**src/rtl/mod_port_pkg.sv**
```systemverilog
// Shared types and widths for the mod_port store-and-forward packet loopback.
package mod_port_pkg;

  localparam int unsigned DATA_W         = 64;
  localparam int unsigned MOD_W          = 3;
  localparam int unsigned FIFO_DEPTH_DEF = 16;

  typedef struct packed {
    logic [DATA_W-1:0] data;
    logic              sop;
    logic              eop;
    logic [MOD_W-1:0]  mod;
    logic              err;
  } fifo_entry_t;

  typedef enum logic [1:0] {
    ST_IDLE,
    ST_IN_PKT,
    ST_DROP
  } tx_state_e;

endpackage

```
**src/rtl/mod_port_if.sv**
```systemverilog
// Packet TX/RX bus of mod_port; slave is the loopback, master is the packet source/sink.
interface mod_port_if;
  import mod_port_pkg::*;

  logic [DATA_W-1:0] pkt_tx_data;
  logic              pkt_tx_val;
  logic              pkt_tx_sop;
  logic              pkt_tx_eop;
  logic [MOD_W-1:0]  pkt_tx_mod;
  logic              pkt_tx_full;
  logic              pkt_rx_ren;
  logic              pkt_rx_avail;
  logic [DATA_W-1:0] pkt_rx_data;
  logic              pkt_rx_val;
  logic              pkt_rx_sop;
  logic              pkt_rx_eop;
  logic [MOD_W-1:0]  pkt_rx_mod;
  logic              pkt_rx_err;

  modport slave (
    input  pkt_tx_data, pkt_tx_val, pkt_tx_sop, pkt_tx_eop, pkt_tx_mod, pkt_rx_ren,
    output pkt_tx_full, pkt_rx_avail, pkt_rx_data, pkt_rx_val, pkt_rx_sop,
           pkt_rx_eop, pkt_rx_mod, pkt_rx_err
  );

  modport master (
    output pkt_tx_data, pkt_tx_val, pkt_tx_sop, pkt_tx_eop, pkt_tx_mod, pkt_rx_ren,
    input  pkt_tx_full, pkt_rx_avail, pkt_rx_data, pkt_rx_val, pkt_rx_sop,
           pkt_rx_eop, pkt_rx_mod, pkt_rx_err
  );

endinterface

```
**src/rtl/mod_port_sync_fifo.sv**
```systemverilog
// Single-clock FIFO of packet entries; read data is the head entry (show-ahead).
module sync_fifo
  import mod_port_pkg::*;
#(
  parameter int unsigned DEPTH = FIFO_DEPTH_DEF,
  localparam int unsigned AW   = $clog2(DEPTH),
  localparam int unsigned CW   = AW + 1
) (
  input  logic          clk_i,
  input  logic          rst_i,
  input  logic          wr_en_i,
  input  fifo_entry_t   wr_data_i,
  input  logic          rd_en_i,
  output fifo_entry_t   rd_data_o,
  output logic [CW-1:0] count_o
);

  fifo_entry_t   mem_q [DEPTH];
  logic [AW-1:0] wr_ptr_q;
  logic [AW-1:0] rd_ptr_q;
  logic [CW-1:0] count_q;
  logic [CW-1:0] count_d;
  logic          rd_ok;

  assign rd_ok     = rd_en_i && (count_q != '0);
  assign rd_data_o = mem_q[rd_ptr_q];
  assign count_o   = count_q;

  always_comb begin
    count_d = count_q;
    unique case ({wr_en_i, rd_ok})
      2'b10:   count_d = count_q + 1'b1;
      2'b01:   count_d = count_q - 1'b1;
      default: count_d = count_q;
    endcase
  end

  always_ff @(posedge clk_i) begin
    if (wr_en_i) mem_q[wr_ptr_q] <= wr_data_i;
  end

  always_ff @(posedge clk_i or posedge rst_i) begin
    if (rst_i) begin
      wr_ptr_q <= '0;
      rd_ptr_q <= '0;
      count_q  <= '0;
    end else begin
      if (wr_en_i) wr_ptr_q <= wr_ptr_q + 1'b1;
      if (rd_ok)   rd_ptr_q <= rd_ptr_q + 1'b1;
      count_q <= count_d;
    end
  end

endmodule

```
**src/rtl/mod_port.sv**
```systemverilog
// Store-and-forward packet loopback: TX framing/drop tracker, packet FIFO, registered RX port.
module mod_port
  import mod_port_pkg::*;
#(
  parameter int unsigned FIFO_DEPTH = FIFO_DEPTH_DEF
) (
  input  logic        clk_156m25,
  input  logic        reset_156m25,
  mod_port_if.slave   bus
);

  localparam int unsigned   CW       = $clog2(FIFO_DEPTH) + 1;
  localparam logic [CW-1:0] LIM_EOP  = CW'(FIFO_DEPTH);
  localparam logic [CW-1:0] LIM_DATA = CW'(FIFO_DEPTH - 1);
  localparam logic [CW-1:0] LIM_FULL = CW'(FIFO_DEPTH - 2);

  tx_state_e     state_q, state_d;
  logic [CW-1:0] fifo_count;
  logic [CW-1:0] count_next;
  logic [CW-1:0] pkt_cnt_q, pkt_cnt_d;
  logic          wr_en, rd_en;
  fifo_entry_t   wr_entry, rd_entry;
  logic          room_data, room_eop;
  logic          full_q, avail_q, rx_val_q;
  fifo_entry_t   rx_q;

  // Last FIFO slot is kept for an eop so an accepted packet can always be closed.
  assign room_data = fifo_count < LIM_DATA;
  assign room_eop  = fifo_count < LIM_EOP;
  assign rd_en     = bus.pkt_rx_ren && (pkt_cnt_q != '0);

  always_ff @(posedge clk_156m25 or posedge reset_156m25) begin
    if (reset_156m25) state_q <= ST_IDLE;
    else              state_q <= state_d;
  end

  always_comb begin
    state_d = state_q;
    if (bus.pkt_tx_val) begin
      unique case (state_q)
        ST_IDLE:   if (bus.pkt_tx_sop && !bus.pkt_tx_eop && room_data) state_d = ST_IN_PKT;
        ST_IN_PKT: begin
          if (bus.pkt_tx_sop || bus.pkt_tx_eop) state_d = ST_IDLE;
          else if (!room_data)                  state_d = ST_DROP;
        end
        ST_DROP:   if (bus.pkt_tx_sop || bus.pkt_tx_eop) state_d = ST_IDLE;
        default:   state_d = ST_IDLE;
      endcase
    end
  end

  // A sop inside an open packet closes it as an errored eop; later words wait for a new sop.
  always_comb begin
    wr_en         = 1'b0;
    wr_entry.data = bus.pkt_tx_data;
    wr_entry.sop  = bus.pkt_tx_sop;
    wr_entry.eop  = bus.pkt_tx_eop;
    wr_entry.mod  = bus.pkt_tx_eop ? bus.pkt_tx_mod : '0;
    wr_entry.err  = 1'b0;
    if (bus.pkt_tx_val) begin
      unique case (state_q)
        ST_IDLE: if (bus.pkt_tx_sop) wr_en = bus.pkt_tx_eop ? room_eop : room_data;
        ST_IN_PKT, ST_DROP: begin
          if (bus.pkt_tx_sop) begin
            wr_en        = room_eop;
            wr_entry.sop = 1'b0;
            wr_entry.eop = 1'b1;
            wr_entry.mod = '0;
            wr_entry.err = 1'b1;
          end else if (bus.pkt_tx_eop) begin
            wr_en        = room_eop;
            wr_entry.err = (state_q == ST_DROP);
          end else begin
            wr_en = (state_q == ST_IN_PKT) && room_data;
          end
        end
        default: wr_en = 1'b0;
      endcase
    end
  end

  always_comb begin
    pkt_cnt_d = pkt_cnt_q;
    unique case ({wr_en && wr_entry.eop, rd_en && rd_entry.eop})
      2'b10:   pkt_cnt_d = pkt_cnt_q + 1'b1;
      2'b01:   pkt_cnt_d = pkt_cnt_q - 1'b1;
      default: pkt_cnt_d = pkt_cnt_q;
    endcase
    count_next = fifo_count;
    unique case ({wr_en, rd_en})
      2'b10:   count_next = fifo_count + 1'b1;
      2'b01:   count_next = fifo_count - 1'b1;
      default: count_next = fifo_count;
    endcase
  end

  sync_fifo #(.DEPTH(FIFO_DEPTH)) u_fifo (
    .clk_i     (clk_156m25),
    .rst_i     (reset_156m25),
    .wr_en_i   (wr_en),
    .wr_data_i (wr_entry),
    .rd_en_i   (rd_en),
    .rd_data_o (rd_entry),
    .count_o   (fifo_count)
  );

  always_ff @(posedge clk_156m25 or posedge reset_156m25) begin
    if (reset_156m25) begin
      pkt_cnt_q <= '0;
      full_q    <= 1'b0;
      avail_q   <= 1'b0;
      rx_val_q  <= 1'b0;
      rx_q      <= '0;
    end else begin
      pkt_cnt_q <= pkt_cnt_d;
      full_q    <= count_next >= LIM_FULL;
      avail_q   <= pkt_cnt_d != '0;
      rx_val_q  <= rd_en;
      rx_q      <= rd_en ? rd_entry : '0;
    end
  end

  assign bus.pkt_tx_full  = full_q;
  assign bus.pkt_rx_avail = avail_q;
  assign bus.pkt_rx_val   = rx_val_q;
  assign bus.pkt_rx_data  = rx_q.data;
  assign bus.pkt_rx_sop   = rx_q.sop;
  assign bus.pkt_rx_eop   = rx_q.eop;
  assign bus.pkt_rx_mod   = rx_q.mod;
  assign bus.pkt_rx_err   = rx_q.err;

endmodule

```
**src/flat_wrapper.sv**
```systemverilog
// flat-port wrapper written by rule: the top's interface ports become plain ports
module mod_port_flat import mod_port_pkg::*;
#(
  parameter int unsigned FIFO_DEPTH = FIFO_DEPTH_DEF
)
  (clk_156m25, reset_156m25, bus_pkt_tx_data, bus_pkt_tx_val, bus_pkt_tx_sop, bus_pkt_tx_eop, bus_pkt_tx_mod, bus_pkt_rx_ren, bus_pkt_tx_full, bus_pkt_rx_avail, bus_pkt_rx_data, bus_pkt_rx_val, bus_pkt_rx_sop, bus_pkt_rx_eop, bus_pkt_rx_mod, bus_pkt_rx_err);
  mod_port_if bus_i ();
  input  logic clk_156m25;
  input  logic reset_156m25;
  input wire logic [$bits(bus_i.pkt_tx_data)-1:0] bus_pkt_tx_data;
  input wire logic [$bits(bus_i.pkt_tx_val)-1:0] bus_pkt_tx_val;
  input wire logic [$bits(bus_i.pkt_tx_sop)-1:0] bus_pkt_tx_sop;
  input wire logic [$bits(bus_i.pkt_tx_eop)-1:0] bus_pkt_tx_eop;
  input wire logic [$bits(bus_i.pkt_tx_mod)-1:0] bus_pkt_tx_mod;
  input wire logic [$bits(bus_i.pkt_rx_ren)-1:0] bus_pkt_rx_ren;
  output wire logic [$bits(bus_i.pkt_tx_full)-1:0] bus_pkt_tx_full;
  output wire logic [$bits(bus_i.pkt_rx_avail)-1:0] bus_pkt_rx_avail;
  output wire logic [$bits(bus_i.pkt_rx_data)-1:0] bus_pkt_rx_data;
  output wire logic [$bits(bus_i.pkt_rx_val)-1:0] bus_pkt_rx_val;
  output wire logic [$bits(bus_i.pkt_rx_sop)-1:0] bus_pkt_rx_sop;
  output wire logic [$bits(bus_i.pkt_rx_eop)-1:0] bus_pkt_rx_eop;
  output wire logic [$bits(bus_i.pkt_rx_mod)-1:0] bus_pkt_rx_mod;
  output wire logic [$bits(bus_i.pkt_rx_err)-1:0] bus_pkt_rx_err;
  assign bus_i.pkt_tx_data = bus_pkt_tx_data;
  assign bus_i.pkt_tx_val = bus_pkt_tx_val;
  assign bus_i.pkt_tx_sop = bus_pkt_tx_sop;
  assign bus_i.pkt_tx_eop = bus_pkt_tx_eop;
  assign bus_i.pkt_tx_mod = bus_pkt_tx_mod;
  assign bus_i.pkt_rx_ren = bus_pkt_rx_ren;
  assign bus_pkt_tx_full = bus_i.pkt_tx_full;
  assign bus_pkt_rx_avail = bus_i.pkt_rx_avail;
  assign bus_pkt_rx_data = bus_i.pkt_rx_data;
  assign bus_pkt_rx_val = bus_i.pkt_rx_val;
  assign bus_pkt_rx_sop = bus_i.pkt_rx_sop;
  assign bus_pkt_rx_eop = bus_i.pkt_rx_eop;
  assign bus_pkt_rx_mod = bus_i.pkt_rx_mod;
  assign bus_pkt_rx_err = bus_i.pkt_rx_err;
  mod_port #(.FIFO_DEPTH(FIFO_DEPTH)) u_core (.clk_156m25(clk_156m25), .reset_156m25(reset_156m25), .bus(bus_i));
endmodule
```
**config.mk**
```make
export PLATFORM = sky130hd
export DESIGN_NAME = mod_port_flat
export DESIGN_NICKNAME = d
export VERILOG_FILES = /design/src/rtl/mod_port_pkg.sv /design/src/rtl/mod_port_if.sv /design/src/rtl/mod_port_sync_fifo.sv /design/src/rtl/mod_port.sv /design/src/flat_wrapper.sv
export SDC_FILE = /design/constraint.sdc
export NUM_CORES = 1
export LEC_CHECK = 0
export BUFFER_PORTS_ARGS = -buffer_cell sky130_fd_sc_hd__buf_2
export CAP_MARGIN = 0
export CORE_ASPECT_RATIO = 1.1
export CORE_UTILIZATION = 60
export CTS_BUF_LIST = sky130_fd_sc_hd__clkbuf_8
export CTS_CLUSTER_SIZE = 8
export DETAILED_ROUTE_END_ITERATION = 10
export PLACE_DENSITY = 0.84
export SYNTH_ARGS = -nofsm -noshare
export SYNTH_HDL_FRONTEND = slang
export SYNTH_SLANG_ARGS = --single-unit
```
**constraint.sdc**
```tcl
create_clock -name clk_156m25 -period 8.8 [get_ports clk_156m25]
set_input_delay 0.88 -clock clk_156m25 [delete_from_list [all_inputs] [get_ports clk_156m25]]
set_output_delay 0.88 -clock clk_156m25 [all_outputs]
set_load 0.05 [all_outputs]
```
==> flow_summary.json <==
{
  "synth-async-reset-ratio": 0.0767,
  "die_w_um": 264,
  "crit_type": "register to register",
  "synth.largest_area_cell": "edfxtp_1",
  "drt_iter0_markers": 2616,
  "slew_violations": 0,
  "worst_pin_slew_ns": 1.15,
  "fillers": 4284,
  "finalHoldViolCount": 0,
  "synth_seq_cells": 1213,
  "drt_pass1_iterations": 5,
  "wl_per_cell_um": 29.9,
  "numCtsBuffers": 177,
  "post-route-period-util": 0.467,
  "reg2reg_from": "u_core.u_fifo.rd_ptr_q[0]$_DFFE_PP0P_",
  "rsz0062_at_grt": "no",
  "required_ns": 9.49,
  "grt_max_degree": 122,
  "slew_headroom": 0.234,
  "critical_path.startpoint": "u_core.u_fifo.rd_ptr_q[0]$_DFFE_PP0P_",
  "grt_pass1_vias": 23027,
  "cts_tree": "done",
  "clock_sinks": 1213,
  "routed_wl_um": 99700,
  "fin_nets": 2314,
  "cp_max_fo": 48,
  "io_pins": 146,
  "p_seq_frac": 0.465,
  "grt_pass1_wl_um": 146000,
  "ys.flop_type": "edfxtp_1",
  "die-area_um2": 76700,
  "initial_core_util": 0.607,
  "peakVddDrop_v": 0.000287,
  "setup_violations": 0,
  "cts-htree-levels": 4,
  "critPathLaunchType": "register",
  "die_h_um": 290,
  "p_int_w": 0.0104,
  "end_kind": "register",
  "core_um2": 74800,
  "netlist_instances": 1974,
  "path_clk_slew_ns": 0.07,
  "clk_latency_ns": 0.85,
  "timing.setup.tns_ns": 0,
  "yosysWarnings": 0,
  "fmax_mhz": 243,
  "combPwrFrac": 0.271,
  "drc": 0,
  "power_leakage_nw": 16.8,
  "num_vias": 21908,
  "synth_top_cell_area_share": 0.741,
  "post_cts_buffers": 0,
  "synth_enable_flop_cells": 1120,
  "ant_nets": 0,
  "avgSynthCellArea_um2": 23.0,
  "grt.total_usage": 0.265,
  "outcome": "finished, final reports clean",
  "wl_met2_um": 51100,
  "cap_violations": 0,
  "synthTopCellsByArea": "edfxtp_1 74%, mux4_2 14%, dfrtp_1 5.1%",
  "yosysUniqueCellTypes": 54,
  "drive_above_1_share": 0.292,
  "top_signal_layer_used": "met5",
  "portBuffers": 145,
  "place.gp.congestion": 0.818,
  "holdWs_ns": 0.130,
  "overflow": 0,
  "hold_buffers": 0,
  "clkPwrFrac": 0.264,
  "cts_resized": 0,
  "synth.net_count": 2066,
  "switching_power_w": 0.00477,
  "syn_area_um2": 45400,
  "min_path_type": "input pin to asynchronous set/reset pin",
  "vias_per_cell": 6.57,
  "clk_path_buf_depth": 3,
  "crit_arrival_ns": 4.80,
  "num_rows": 105,
  "hpwl_um": 51700,
  "ys_seq_area_frac": 0.792,
  "wl_met3_um": 8930,
  "powerDensity_nw_per_um2": 301,
  "finalCriticalPeriod_ns": 4.11,
  "antenna_found_initial": 19,
  "cts-root-buf": "clkbuf_8",
  "switching_share": 0.315,
  "drt-met1-wl_um": 36200,
  "clock_skew_ns": 0.0474,
  "area_growth_pct": 10.8
}
-- worst max-delay path, cell delays in order (launching register included) --
cell	delay (ns)
dfrtp_4	1.04
mux4_2	0.61
a22oi_1	0.21
a21oi_1	0.13
ha_1	0.34
fa_1	0.44
a21oi_1	0.28
o21ai_0	0.19
nand3b_1	0.13
o211ai_1	0.13
or4b_1	0.48
-- final cells by class --
cell class | count | area [um^2] | area share
Antenna cell | 7 | 17.5 | 0.000348
Clock buffer | 183 | 2520 | 0.0501
Clock inverter | 140 | 614 | 0.0122
Inverter | 13 | 56.3 | 0.00112
Multi-Input combinational cell | 638 | 8920 | 0.177
Sequential cell | 1213 | 36000 | 0.715
Tap cell | 963 | 1200 | 0.0240
Timing Repair Buffer | 179 | 1010 | 0.0200
-- stage by stage --
stage          instances   util  worst slack (ns)  area (um^2)  total power (W)
6_report            3336  0.673              4.69        50300           0.0151
5_1_grt             3333  0.673              4.42        50300           0.0157
4_1_cts             3329  0.673              4.67        50300           0.0152
3_5_place_dp        3006  0.631              4.66        47200           0.0113
3_3_place_gp        3006  0.631              4.71        47200           0.0111
2_1_floorplan       1974      -              3.88        45400           0.0102
-- layout by cell type, fill, tap and decap left out, types with 4 or more instances in the layout --
cell / netlist / layout
buf_4: 16 / 32
nor2_4: 0 / 4
o21ai_0: 7 / 7
buf_2: 23 / 145
xor2_1: 4 / 4
clkinvlp_4: 0 / 4
inv_6: 1 / 6
nor2_1: 16 / 12
xnor2_1: 12 / 12
and2_4: 0 / 13
inv_1: 12 / 133
edfxtp_1: 1120 / 1120
o211ai_1: 4 / 4
dfrtp_1: 93 / 91
nand2_1: 11 / 11
mux4_2: 280 / 280
diode_2: 0 / 7
a22oi_1: 140 / 140
nand3_1: 8 / 8
a21oi_1: 77 / 77
ha_1: 18 / 18
clkbuf_8: 0 / 183
-- metal layers --
layer / vias to the layer above / GRT usage
met1: 11380 / 0.345
met4: 20 / 0.103
met5: - / 0
met3: 243 / 0.0594
met2: 1357 / 0.439
li1: 8908 / -
-- cell families after synthesis --
| group | after synthesis | synth area share |
|---|---|---|
| buffers and inverters | 123 | 0.0129 |
| multiplexers | 284 | 0.140 |
| flip-flops | 1213 | 0.792 |
| AND/OR/NAND/NOR | 75 | 0.00968 |
| AO/OA/AOI/OAI | 244 | 0.0366 |
| adder cells (fa/ha/maj) | 19 | 0.00540 |
| XOR/XNOR | 16 | 0.00309 |
-- sequential cells by signal, indices dropped and copies added, names as in the netlist, 2 cells and up --
register	count
u_core.u_fifo.count_o	5
u_core.pkt_cnt_q	5
u_core.state_q	2
u_core.bus.pkt_rx_data	64
u_core.bus.pkt_rx_mod	3
u_core.u_fifo.wr_ptr_q	4
u_core.u_fifo.mem_q	1120
u_core.u_fifo.rd_ptr_q	4
-- synthesized netlist by cell type, types with 3 or more instances --
cell	count
a21oi_1	77
a22oi_1	140
a311o_1	3
and2_1	14
and3_1	3
buf_1	22
buf_2	23
buf_4	16
buf_6	4
clkbuf_1	45
dfrtp_1	93
edfxtp_1	1120
ha_1	18
inv_1	12
mux4_2	280
nand2_1	11
nand3_1	8
nand4_1	3
nand4b_1	3
nor2_1	16
o211ai_1	4
o21ai_0	7
xnor2_1	12
xor2_1	4
-- power by group through the flow --
stage                     clock, W  combinational [W]  sequential [W]
after floorplan                  0            0.00286         0.00732
after global placement           0            0.00398         0.00713
after detailed placement         0            0.00411         0.00716
after CTS                  0.00406            0.00413         0.00704
after global routing       0.00429            0.00435         0.00708
final                      0.00400            0.00411         0.00704
-- final timing paths --
check	slack, ns	cells after the start	endpoint
worst min-delay path	0.13	2	u_core.bus.pkt_rx_data[10]$_DFF_PP0_
worst max-delay path	4.69	10	u_core.bus.pkt_rx_avail$_DFF_PP0_
worst max register to register	4.69	10	u_core.bus.pkt_rx_avail$_DFF_PP0_
max in group asynchronous	7.16	3	u_core.u_fifo.rd_ptr_q[1]$_DFFE_PP0P_
worst min register to register	0.58	2	u_core.pkt_cnt_q[3]$_DFF_PP0_
min in group clk_156m25	0.41	1	u_core.u_fifo.mem_q[3][58]$_DFFE_PP_
(Power assumes the default switching activity.)
